**config.mk**
```make
export PLATFORM = sky130hd
export DESIGN_NAME = spi_slave
export DESIGN_NICKNAME = d
export VERILOG_FILES = /design/src/rtl/spi_pkg.sv /design/src/rtl/spi_sync_edge.sv /design/src/rtl/spi_slave.sv
export SDC_FILE = /design/constraint.sdc
export NUM_CORES = 1
export LEC_CHECK = 0
export ABC_AREA = 1
export CAP_MARGIN = 10
export CORE_MARGIN = 4
export CORE_UTILIZATION = 45
export DETAILED_ROUTE_END_ITERATION = 8
export PLACE_DENSITY = 0.68
export SKIP_LAST_GASP = 1
export SYNTH_ARGS = -nofsm -noshare
export SYNTH_HDL_FRONTEND = slang
export SYNTH_SLANG_ARGS = --single-unit
```
**constraint.sdc**
```tcl
create_clock -name clk -period 1.65 [get_ports clk]
set_input_delay 0.33 -clock clk [delete_from_list [all_inputs] [get_ports clk]]
set_output_delay 0.33 -clock clk [all_outputs]
set_load 0.02 [all_outputs]
```
**src/rtl/spi_pkg.sv**
```systemverilog
// Shared SPI definitions: slave state encoding, fill byte and CPHA mode constants
// common to the SPI master and slave.
package spi_pkg;

    localparam int unsigned SPI_BYTE_W = 8;
    localparam int unsigned SPI_CNT_W  = 3;

    localparam int unsigned SPI_CPHA0 = 0;
    localparam int unsigned SPI_CPHA1 = 1;

    localparam logic [SPI_BYTE_W-1:0] SPI_FILL_BYTE = 8'h00;

    typedef enum logic {
        ST_IDLE   = 1'b0,
        ST_ACTIVE = 1'b1
    } spi_state_e;

endpackage

```
**src/rtl/spi_sync_edge.sv**
```systemverilog
// N-flop input synchroniser with registered level and single-cycle rise/fall
// strobes derived from one extra registered copy of the synchronised level.
module spi_sync_edge #(
    parameter int unsigned STAGES  = 2,
    parameter logic        RST_VAL = 1'b0
) (
    input  logic clk_i,
    input  logic rst_i,
    input  logic d_i,
    output logic level_o,
    output logic rise_c_o,
    output logic fall_c_o
);

    logic [STAGES-1:0] sync_q;
    logic              prev_q;

    always_ff @(posedge clk_i or posedge rst_i) begin
        if (rst_i) begin
            sync_q <= {STAGES{RST_VAL}};
            prev_q <= RST_VAL;
        end else begin
            sync_q <= {sync_q[STAGES-2:0], d_i};
            prev_q <= sync_q[STAGES-1];
        end
    end

    assign level_o  = sync_q[STAGES-1];
    assign rise_c_o = sync_q[STAGES-1] & ~prev_q;
    assign fall_c_o = ~sync_q[STAGES-1] & prev_q;

endmodule

```
**src/rtl/spi_slave.sv**
```systemverilog
// 8-bit SPI slave (CPOL=0, selectable CPHA): oversamples sck/cs/mosi in the clk
// domain, delivers received bytes as rx_valid pulses and returns a preloaded reply.
module spi_slave
    import spi_pkg::*;
#(
    parameter int unsigned CPHA        = 0,
    parameter int unsigned SYNC_STAGES = 2
) (
    input  logic       clk,
    input  logic       rst,
    input  logic       sck,
    input  logic       cs,
    input  logic       mosi,
    output logic       miso,
    input  logic [7:0] tx_data,
    input  logic       tx_load,
    output logic       tx_ready,
    output logic [7:0] rx_data,
    output logic       rx_valid,
    output logic       tx_underrun,
    output logic       busy
);

    localparam bit SAMPLE_ON_FALL = (CPHA == SPI_CPHA1);

    logic sck_rise, sck_fall, cs_rise, cs_fall, mosi_s;
    logic sck_lvl_unused, cs_lvl_unused, mosi_rise_unused, mosi_fall_unused;
    logic sample_c, drive_c;

    spi_sync_edge #(.STAGES(SYNC_STAGES), .RST_VAL(1'b0)) u_sync_sck (
        .clk_i(clk), .rst_i(rst), .d_i(sck),
        .level_o(sck_lvl_unused), .rise_c_o(sck_rise), .fall_c_o(sck_fall)
    );
    spi_sync_edge #(.STAGES(SYNC_STAGES), .RST_VAL(1'b1)) u_sync_cs (
        .clk_i(clk), .rst_i(rst), .d_i(cs),
        .level_o(cs_lvl_unused), .rise_c_o(cs_rise), .fall_c_o(cs_fall)
    );
    spi_sync_edge #(.STAGES(SYNC_STAGES), .RST_VAL(1'b0)) u_sync_mosi (
        .clk_i(clk), .rst_i(rst), .d_i(mosi),
        .level_o(mosi_s), .rise_c_o(mosi_rise_unused), .fall_c_o(mosi_fall_unused)
    );

    assign sample_c = SAMPLE_ON_FALL ? sck_fall : sck_rise;
    assign drive_c  = SAMPLE_ON_FALL ? sck_rise : sck_fall;

    spi_state_e           state_q, state_d;
    logic [7:0]           shift_q, shift_d, hold_q, hold_d, rx_shift_q, rx_shift_d;
    logic [7:0]           rx_data_q, rx_data_d, load_word, word;
    logic [SPI_CNT_W-1:0] bit_cnt_q, bit_cnt_d;
    logic hold_empty_q, hold_empty_d, done_q, done_d, reload_q, reload_d;
    logic pend_q, pend_d, miso_q, miso_d, underrun_q, underrun_d;
    logic rx_valid_q, rx_valid_d, busy_q, busy_d;

    always_ff @(posedge clk or posedge rst) begin
        if (rst) begin
            state_q      <= ST_IDLE;
            shift_q      <= '0;
            hold_q       <= '0;
            rx_shift_q   <= '0;
            rx_data_q    <= '0;
            bit_cnt_q    <= '0;
            hold_empty_q <= 1'b1;
            done_q       <= 1'b0;
            reload_q     <= 1'b0;
            pend_q       <= 1'b0;
            miso_q       <= 1'b0;
            underrun_q   <= 1'b0;
            rx_valid_q   <= 1'b0;
            busy_q       <= 1'b0;
        end else begin
            state_q      <= state_d;
            shift_q      <= shift_d;
            hold_q       <= hold_d;
            rx_shift_q   <= rx_shift_d;
            rx_data_q    <= rx_data_d;
            bit_cnt_q    <= bit_cnt_d;
            hold_empty_q <= hold_empty_d;
            done_q       <= done_d;
            reload_q     <= reload_d;
            pend_q       <= pend_d;
            miso_q       <= miso_d;
            underrun_q   <= underrun_d;
            rx_valid_q   <= rx_valid_d;
            busy_q       <= busy_d;
        end
    end

    always_comb begin
        state_d      = state_q;
        shift_d      = shift_q;
        hold_d       = hold_q;
        rx_shift_d   = rx_shift_q;
        rx_data_d    = rx_data_q;
        bit_cnt_d    = bit_cnt_q;
        hold_empty_d = hold_empty_q;
        done_d       = 1'b0;
        reload_d     = reload_q;
        pend_d       = pend_q;
        miso_d       = miso_q;
        underrun_d   = 1'b0;
        rx_valid_d   = 1'b0;
        load_word    = hold_empty_q ? SPI_FILL_BYTE : hold_q;
        word         = reload_q ? load_word : shift_q;

        if (done_q) begin
            rx_data_d  = rx_shift_q;
            rx_valid_d = 1'b1;
        end

        case (state_q)
            ST_IDLE: begin
                if (cs_fall) begin
                    state_d      = ST_ACTIVE;
                    shift_d      = load_word;
                    hold_empty_d = 1'b1;
                    underrun_d   = hold_empty_q;
                    bit_cnt_d    = '0;
                    reload_d     = 1'b0;
                    pend_d       = 1'b0;
                    miso_d       = SAMPLE_ON_FALL ? 1'b0 : load_word[7];
                end
            end
            ST_ACTIVE: begin
                if (cs_rise) begin
                    state_d    = ST_IDLE;
                    bit_cnt_d  = '0;
                    rx_shift_d = '0;
                    reload_d   = 1'b0;
                    pend_d     = 1'b0;
                    miso_d     = 1'b0;
                end else begin
                    if (sample_c) begin
                        rx_shift_d = {rx_shift_q[6:0], mosi_s};
                        bit_cnt_d  = bit_cnt_q + SPI_CNT_W'(1);
                        underrun_d = pend_q;
                        pend_d     = 1'b0;
                        if (bit_cnt_q == SPI_CNT_W'(7)) begin
                            done_d   = 1'b1;
                            reload_d = 1'b1;
                        end
                    end
                    // A mid-burst fill byte only counts as underrun once its first bit is clocked out,
                    // so the trailing CPHA=0 reload before cs rises does not flag a spurious underrun.
                    if (drive_c) begin
                        if (reload_q) begin
                            hold_empty_d = 1'b1;
                            pend_d       = hold_empty_q;
                            reload_d     = 1'b0;
                        end
                        if (!SAMPLE_ON_FALL && reload_q) begin
                            shift_d = word;
                            miso_d  = word[7];
                        end else if (!SAMPLE_ON_FALL) begin
                            shift_d = {word[6:0], 1'b0};
                            miso_d  = word[6];
                        end else begin
                            shift_d = {word[6:0], 1'b0};
                            miso_d  = word[7];
                        end
                    end
                end
            end
            default: state_d = ST_IDLE;
        endcase

        if (tx_load && hold_empty_q) begin
            hold_d       = tx_data;
            hold_empty_d = 1'b0;
        end

        busy_d = (state_d == ST_ACTIVE);
    end

    assign miso        = miso_q;
    assign tx_ready    = hold_empty_q;
    assign rx_data     = rx_data_q;
    assign rx_valid    = rx_valid_q;
    assign tx_underrun = underrun_q;
    assign busy        = busy_q;

endmodule
```
* Word-level counts from Yosys, hierarchy flattened *
Cells that the tools add are included.

storage, ports and cells
  flip-flop bits (word level) = 51
  latch bits = 0
  memory bits (writable) = 0
  memory bits (read-only) = 0
  input port bits = 14
  output and inout port bits = 13
  logic and storage cells = 93
  memories = 0

operators by class
  add/sub/neg operators = 1
  $mul = 0
  divide/modulo/power cells = 0
  $lt $le $gt $ge = 0
  eq/ne operators = 10
  shifts and indexed selects = 0
  mux-type cells = 48
  bitwise logic cells = 9
  reductions and logical operators = 7

operators with widths
  cell                                           count
  2-to-1 mux 8 bit                               8
  2-to-1 mux 1 bit                               29
  case mux 8 bit (2 select lines)                1
  case mux 1 bit (2 select lines)                6
  2-to-1 mux 3 bit                               3
  != test 3 x 2 -> 1 bit, second input constant  3
  != test 3 bit, second input constant           3
  != test 2 bit, second input constant           3
  case mux 3 bit (2 select lines)                1
  AND reduction 2 bit                            3
  inverter 1 bit                                 5
  bitwise AND 1 bit                              4
  AND reduction 4 bit                            1
  adder 3 x 1 -> 3 bit, second input constant    1
  == test 3 bit, second input constant           1
  AND reduction 3 bit                            1
  nonzero test 2 bit                             1
  logical AND 1 bit                              1

* Longest topological paths before layout *
Gate-level depths: netlist of run 1.

  word-level depth = 7
  mapped depth = 8
  gate-level depth less buffers = 8

* By module *
From an unflattened synthesis of run 1, not the netlist that was laid out.

unflattened totals
  cells, all modules = 202
  area total of the unflattened synthesis = 2,079.5 um2

by module, submodules not included
  module                            times used  cells an instance  area an instance (um2)  seq. area each (um2)
  spi_slave                         1           178                1,794.2                 1,052.3
  spi_sync_edge at u_sync_mosi ...  2           8                  93.8                    75.1
  spi_sync_edge at u_sync_cs        1           8                  97.6                    78.8

* Worst setup path after synthesis of run 1 *
No wires, ideal clock.

  kind = register -> register
  start point = reg, netlist name busy
  end point = reg bit_cnt_q[2]
  library setup time = 117 ps
  arrival = 1,047 ps
  required time = 1,533 ps
  setup slack = 486 ps
  stages on the path, launching flop included = 8
  buffers on the path = 1
  period minus slack after synthesis = 1,164 ps
  cell sequence = dfrtp_1 > buf_6 > inv_4 > nand3_1 > nand3_1 > inv_1 > nand2_1 > nand2_1

RTL lines
  element               RTL line         RTL
  to (signal assigned)  spi_slave.sv:76  bit_cnt_q <= bit_cnt_d;
  to (decl)             spi_slave.sv:49  logic [SPI_CNT_W-1:0] bit_cnt_q, bit_cnt_d;

* Final worst setup path of run 1 *
  start point = reg rx_data_q[3] (netlist: rx_data[3])
  end point = out rx_data[3]

RTL lines
  element                 RTL line         RTL
  from (decl)             spi_slave.sv:48  logic [7:0] rx_data_q, rx_data_d, load_word, word;
  from (signal assigned)  spi_slave.sv:75  rx_data_q <= rx_data_d;
  to (decl)               spi_slave.sv:18  output logic [7:0] rx_data,

No word-level cell between the ends.

==> results.yml, run 1 <==
timing:
  final_period_minus_worst_setup_slack_ps: 1610
  setup_repair_after_global_routing_missed_its_margin: "false"
  hold_violations: 0
  slew_headroom_pct: 68.7
  final.period_utilization_pct: 97.3
  timing_worst_slew_pin_value_ps: 470
  fin_tns_setup_ps: 0
  clock.fmax_ghz: 0.623
  worst_clock_skew_ps: 13.9
  whs_ps: 267
  setup-violations-final: 0
  slew_viol_final: 0
yosys:
  postSynthAreaPerCell_sq_um: 9.69
  synth_enable_flop_cells: 0
  yosys_register_bits: 50
  seq_area_frac_synth_pct: 59.2
  asyncSetResetFlopFracSynth_pct: 100
  ys.warnings.count: 0
  count_of_mapped_cells_out_of_synthesis: 219
  syn_nets: 235
  post_synth_instance_area_sq_um: 2120
  ys_types: 27
  yosys_most_used_dff: "sky130_fd_sc_hd__dfrtp_1"
grt:
  grt_overflow_total: 0
  groute.usage.overall_pct: 13.9
  via_count_of_the_first_global_routing_pass: 1431
  first_pass_grt_wire_length_um: 6490
  initial_antenna_violation_count: 0
  grt_max_degree: 33
place:
  placement.io_buffers: 26
  post-place-cells: 297
  dpl_cell_area_sq_um: 2460
  hpwlAfterDp_um: 2740
  routabilityCongestion: 0.767
power:
  post-layout-total-power_uw: 2990
  pwr-share-comb_pct: 19.2
  power.ir.vdd_worst_v: 0.000675
  p_sw_share_pct: 28.0
  share_clk_of_total_power_pct: 28.3
  share_seq_of_total_power_pct: 52.5
  cell_internal_pwr_uw: 2150
  power.static_leakage_uw: 0.00130
  total_net_switching_power_uw: 836
  power_density_nw_per_um2: 1160
worst_hold_path:
  hold_path.class: "in2async"
critical_path:
  path_class: "reg2out"
  startpoint_type: "register"
  arrival_ps: 1280
  slowest_stage: "sky130_fd_sc_hd__clkdlybuf4s50_1"
  timing.critical_path.slowest_cell_delay_ps: 620
  cp_num_buf_inv: 1
  worst_setup_path_end_kind: "primary output"
  crit_chain: "clkdlybuf4s50_1"
  crit_fanout: 2
  critPathTopFamily: "buffers and inverters"
  crit_required_ps: 1320
die:
  dieHeight_um: 76.7
  io_pins: 27
  placementRows: 24
  die_area_sq_um: 5880
  core-area_sq_um: 4440
  initial_utilization_pct: 47.7
  x_dimension_of_the_die_um: 76.7
drt:
  vias_per_cell: 4.79
  drt_first_pass_iters: 4
  drt-met1-wl_um: 1850
  post_drt_wl_per_cell_um: 12.1
  drc_markers: 0
  met2_length_um: 1620
  postRouteAntennaNets: 0
  maxUsedRoutingLayer: "met4"
  dr_total_vias: 1462
  drtIter0Drc: 91
  drt-total-wl_um: 3690
  met3_wirelength_um: 145
clocking:
  cts-htree-levels: 2
  clk_transition_reported_paths_ps: 90
  clock_latency_ps: 300
  cts-root-to-sink-buffers: 2
  tritoncts: "done"
  tritoncts_num_sinks: 50
  cts.root.buffer_cell: "sky130_fd_sc_hd__clkbuf_8"
  tritoncts.num_buffers: 5
layout:
  synthToLayoutAreaGrowth_pct: 21.2
  insertedDiodeCount: 0
  layoutNonFillerInstCount: 305
  nets: 268
  layout.cell_area.non_filler_sq_um: 2570
  drive_gt1_share_pct: 15.8
status:
  status: "finished, final reports clean"
job:
  max_cap_violations: 0
[what timing repair did]
item | in CTS | in global routing
endpoints found under the setup margin | 1 | 0
hold buffers | 0 | 0
gates resized for setup | 1 | 0
setup buffers | 0 | 0
endpoints found under the hold margin | 0 | 0
[stage by stage]
stage / utilization (%) / worst slack (ps)
after floorplan: - / 125
after global placement: 55.4 / 162
after detailed placement: 55.4 / 146
after CTS: 57.9 / 28.0
after global routing: 57.9 / 0.808
final: 57.9 / 44.3
[cells by family after synthesis]
kind of cell / synth area share [%]
and+or+nand+nor: 25.2
DFF: 59.2
buffers and inverters: 5.54
AOI/OAI and AO/OA: 5.19
muxes: 3.71
adders and majority gates: 1.18
[cells in the final DEF (no fill, tap or decap), drive strengths merged, types with 4 or more instances in the layout]
cell	netlist	final
nand2	78	78
o21ai	9	9
dfrtp	46	46
clkdlybuf4s50	0	25
a21oi	10	10
nand3	15	15
mux2	7	7
clkbuf	1	6
inv	25	25
dfstp	4	4
nor2	16	16
[synthesized netlist by cell type, types with 2 or more instances]
cell type,number,area (sq um)
sky130_fd_sc_hd__nand2_2,3,18.8
sky130_fd_sc_hd__inv_2,3,11.3
sky130_fd_sc_hd__nand3_1,14,70.1
sky130_fd_sc_hd__dfrtp_1,46,1150
sky130_fd_sc_hd__o21ai_0,7,35.0
sky130_fd_sc_hd__mux2_2,7,78.8
sky130_fd_sc_hd__nand2_4,4,45.0
sky130_fd_sc_hd__a21oi_1,9,45.0
sky130_fd_sc_hd__nand4_1,2,12.5
sky130_fd_sc_hd__nand2_1,70,263
sky130_fd_sc_hd__ha_1,2,25.0
sky130_fd_sc_hd__nor2_1,14,52.6
sky130_fd_sc_hd__inv_1,21,78.8
sky130_fd_sc_hd__dfstp_2,4,105
[path summary, 6_finish.rpt]
kind	from	endpoint	slack (ps)	depth (start not counted)
max in group asynchronous	rst	u_sync_cs.sync_q[1]$_DFF_PP1_	870	3
min in group clk	u_sync_cs.sync_q[0]$_DFF_PP1_	u_sync_cs.sync_q[1]$_DFF_PP1_	360	0
setup reg to reg	u_sync_cs.prev_q$_DFF_PP1_	rx_shift_q[7]$_DFFE_PP0P_	360	6
hold / removal	rst	rx_data[4]$_DFFE_PP0P_	270	2
setup / recovery	rx_data[3]$_DFFE_PP0P_	rx_data[3]	40	1
hold reg to reg	u_sync_cs.sync_q[0]$_DFF_PP1_	u_sync_cs.sync_q[1]$_DFF_PP1_	360	0
[power groups by stage]
stage / Sequential (uW) / Clock, uW / Combinational, uW
floorplan: 1570 / 0 / 410
global placement: 1580 / 0 / 563
detailed placement: 1590 / 0 / 589
CTS: 1570 / 867 / 584
global route: 1600 / 923 / 658
finish: 1570 / 847 / 575
[layer usage]
metal	track usage [%]	up-vias
met3	3.16	7
met4	5.98	0
met1	18.8	667
met5	0	-
li1	-	750
met2	21.4	38
[flip-flops by register name (all words and copies together) (netlist names)]
register	cells
bit_cnt_q	3
busy	1
done_q	1
hold_q	8
miso	1
pend_q	1
reload_q	1
rx_data	8
rx_shift_q	8
rx_valid	1
shift_q	7
tx_ready	1
tx_underrun	1
u_sync_cs.prev_q	1
u_sync_cs.sync_q	2
u_sync_mosi.sync_q	2
u_sync_sck.prev_q	1
u_sync_sck.sync_q	2
[area by class of cell]
cell class | count | area, sq um
clock inverters | 2 | 38.8
flip-flops and latches | 50 | 1260
clock buffers | 6 | 72.6
fillers | 381 | 1870
multi-input cells | 141 | 748
well taps | 52 | 65.1
inverters | 25 | 96.3
repair buffers | 29 | 294
No activity file was read; power rests on OpenSTA's default activity.
==> inputs of run 2 (changes only) <==
CORE_UTILIZATION = 44   (was 45)
PLACE_DENSITY = 0.67   (was 0.68)
==> results.yml, run 2 (synthesis gave the netlist of run 1 again) <==
status:
  status: "finished, final reports clean"
power:
  total_net_switching_power_uw: 802
  pwr-share-comb_pct: 18.7
  cell_internal_pwr_uw: 2190
  power.ir.vdd_worst_v: 0.000621
  power.static_leakage_uw: 0.00129
  power_density_nw_per_um2: 1160
  share_seq_of_total_power_pct: 52.2
  p_sw_share_pct: 26.8
  share_clk_of_total_power_pct: 29.1
timing:
  clock.fmax_ghz: 0.627
  setup-violations-final: 0
  final.setup.worst_slack_ps: 54.5
  worst_clock_skew_ps: 3.81
  slew_viol_final: 0
  timing_worst_slew_pin_value_ps: 491
  hold_violations: 0
  final.period_utilization_pct: 96.7
  final_period_minus_worst_setup_slack_ps: 1600
  whs_ps: 357
  slew_headroom_pct: 67.3
  fin_tns_setup_ps: 0
  setup_repair_after_global_routing_missed_its_margin: "false"
critical_path:
  crit_required_ps: 1320
  startpoint_type: "register"
  arrival_ps: 1270
  critPathTopFamily: "buffers and inverters"
  timing.critical_path.slowest_cell_delay_ps: 610
  path_class: "reg2out"
  worst_setup_path_end_kind: "primary output"
  crit_chain: "clkdlybuf4s50_1"
  cp_num_buf_inv: 1
  slowest_stage: "sky130_fd_sc_hd__clkdlybuf4s50_1"
  crit_fanout: 2
place:
  pre_cts_slack_ps: 154
  dpl_cell_area_sq_um: 2460
  routabilityCongestion: 0.808
  hpwlAfterDp_um: 2490
  placement.io_buffers: 26
  post-place-cells: 298
drt:
  dr_total_vias: 1465
  postRouteAntennaNets: 0
  drtIter0Drc: 115
  drt_first_pass_iters: 4
  post_drt_wl_per_cell_um: 11.3
  drt-total-wl_um: 3470
  drc_markers: 0
  vias_per_cell: 4.79
grt:
  grt_overflow_total: 0
  groute.usage.overall_pct: 13.0
  first_pass_grt_wire_length_um: 6250
  via_count_of_the_first_global_routing_pass: 1422
  initial_antenna_violation_count: 0
  grt_max_degree: 51
die:
  core-area_sq_um: 4690
  x_dimension_of_the_die_um: 77.4
  io_pins: 27
  initial_utilization_pct: 45.2
  placementRows: 25
  die_area_sq_um: 6000
  dieHeight_um: 77.4
clocking:
  cts-resized-gates: 1
  cts-htree-levels: 2
  tritoncts_num_sinks: 50
  clock_latency_ps: 300
  cts.hold.buffers_added: 0
  cts.root.buffer_cell: "sky130_fd_sc_hd__clkbuf_8"
  cts-root-to-sink-buffers: 2
  tritoncts.num_buffers: 5
  tritoncts: "done"
  cts_post_setup_buffers_inserted: 0
  clk_transition_reported_paths_ps: 80
layout:
  seqCellArea_sq_um: 1260
  synthToLayoutAreaGrowth_pct: 21.2
  layout_common_cells: "70 x sky130_fd_sc_hd__nand2_1, 46 x sky130_fd_sc_hd__dfrtp_1, 25 x sky130_fd_sc_hd__clkdlybuf4s50_1, 20 x sky130_fd_sc_hd__inv_1"
  multi_input_area_sq_um: 748
  layoutNonFillerInstCount: 306
  nets: 267
  fillerInstances: 416
  most_common_cell_after_layout_fill_and_taps_aside: "sky130_fd_sc_hd__nand2_1"
  layout.cell_area.non_filler_sq_um: 2570
  drive_gt1_share_pct: 15.5
  insertedDiodeCount: 0
job:
  max_cap_violations: 0
worst_hold_path:
  hold_path.class: "reg2reg"
==> run 2: per-stage QoR <==
step	util, %	total power (uW)
global placement	52.3	2140
global route	54.8	3180
detailed placement	52.3	2160
CTS	54.8	3040
finish	54.8	2990
floorplan	-	1980
==> run 2: final cells by class <==
class	instances	area share (%)
Clock buffer	7	3.36
Clock inverter	1	1.17
Inverter	25	3.75
Multi-Input combinational cell	141	29.1
Sequential cell	50	48.9
Tap cell	54	2.63
Timing Repair Buffer	28	11.1
==> run 2: worst register-to-register path, stage by stage, from the launching register on <==
cell and delay (ps):
sky130_fd_sc_hd__dfstp_2 550, sky130_fd_sc_hd__inv_1 80, sky130_fd_sc_hd__nand2_4 110, sky130_fd_sc_hd__nand2_4 80, sky130_fd_sc_hd__nor2_4 200, sky130_fd_sc_hd__nand2_1 70
sky130_fd_sc_hd__o21ai_0 80
==> run 2: power by group through the flow <==
stage               sequential, uW  clock, uW  combinational (uW)
finish                        1560        871                 560
global route                  1600        949                 641
CTS                           1560        904                 569
detailed placement            1580          0                 572
global placement              1580          0                 559
floorplan                     1570          0                 410
==> run 2: routing by layer <==
metal / global-route usage (%) / part of all wire (%) / vias to the layer above
met1: 17.6 / 51 / 673
li1: - / - / 753
met3: 3.02 / 3.8 / 10
met2: 19.1 / 43 / 29
met5: 0 / 0 / -
met4: 7.83 / 2.5 / 0
==> run 2: worst paths after layout <==
path,from,endpoint,slack [ps],cells after the start
setup / recovery,miso$_DFFE_PP0P_,miso,50,1
hold / removal,u_sync_sck.sync_q[0]$_DFF_PP0_,u_sync_sck.sync_q[1]$_DFF_PP0_,360,0
setup reg to reg,u_sync_cs.prev_q$_DFF_PP1_,rx_shift_q[2]$_DFFE_PP0P_,400,6
hold reg to reg,u_sync_sck.sync_q[0]$_DFF_PP0_,u_sync_sck.sync_q[1]$_DFF_PP0_,360,0
max in group asynchronous,rst,u_sync_cs.sync_q[1]$_DFF_PP1_,1000,3
min in group asynchronous,rst,hold_q[0]$_DFFE_PP0P_,380,3
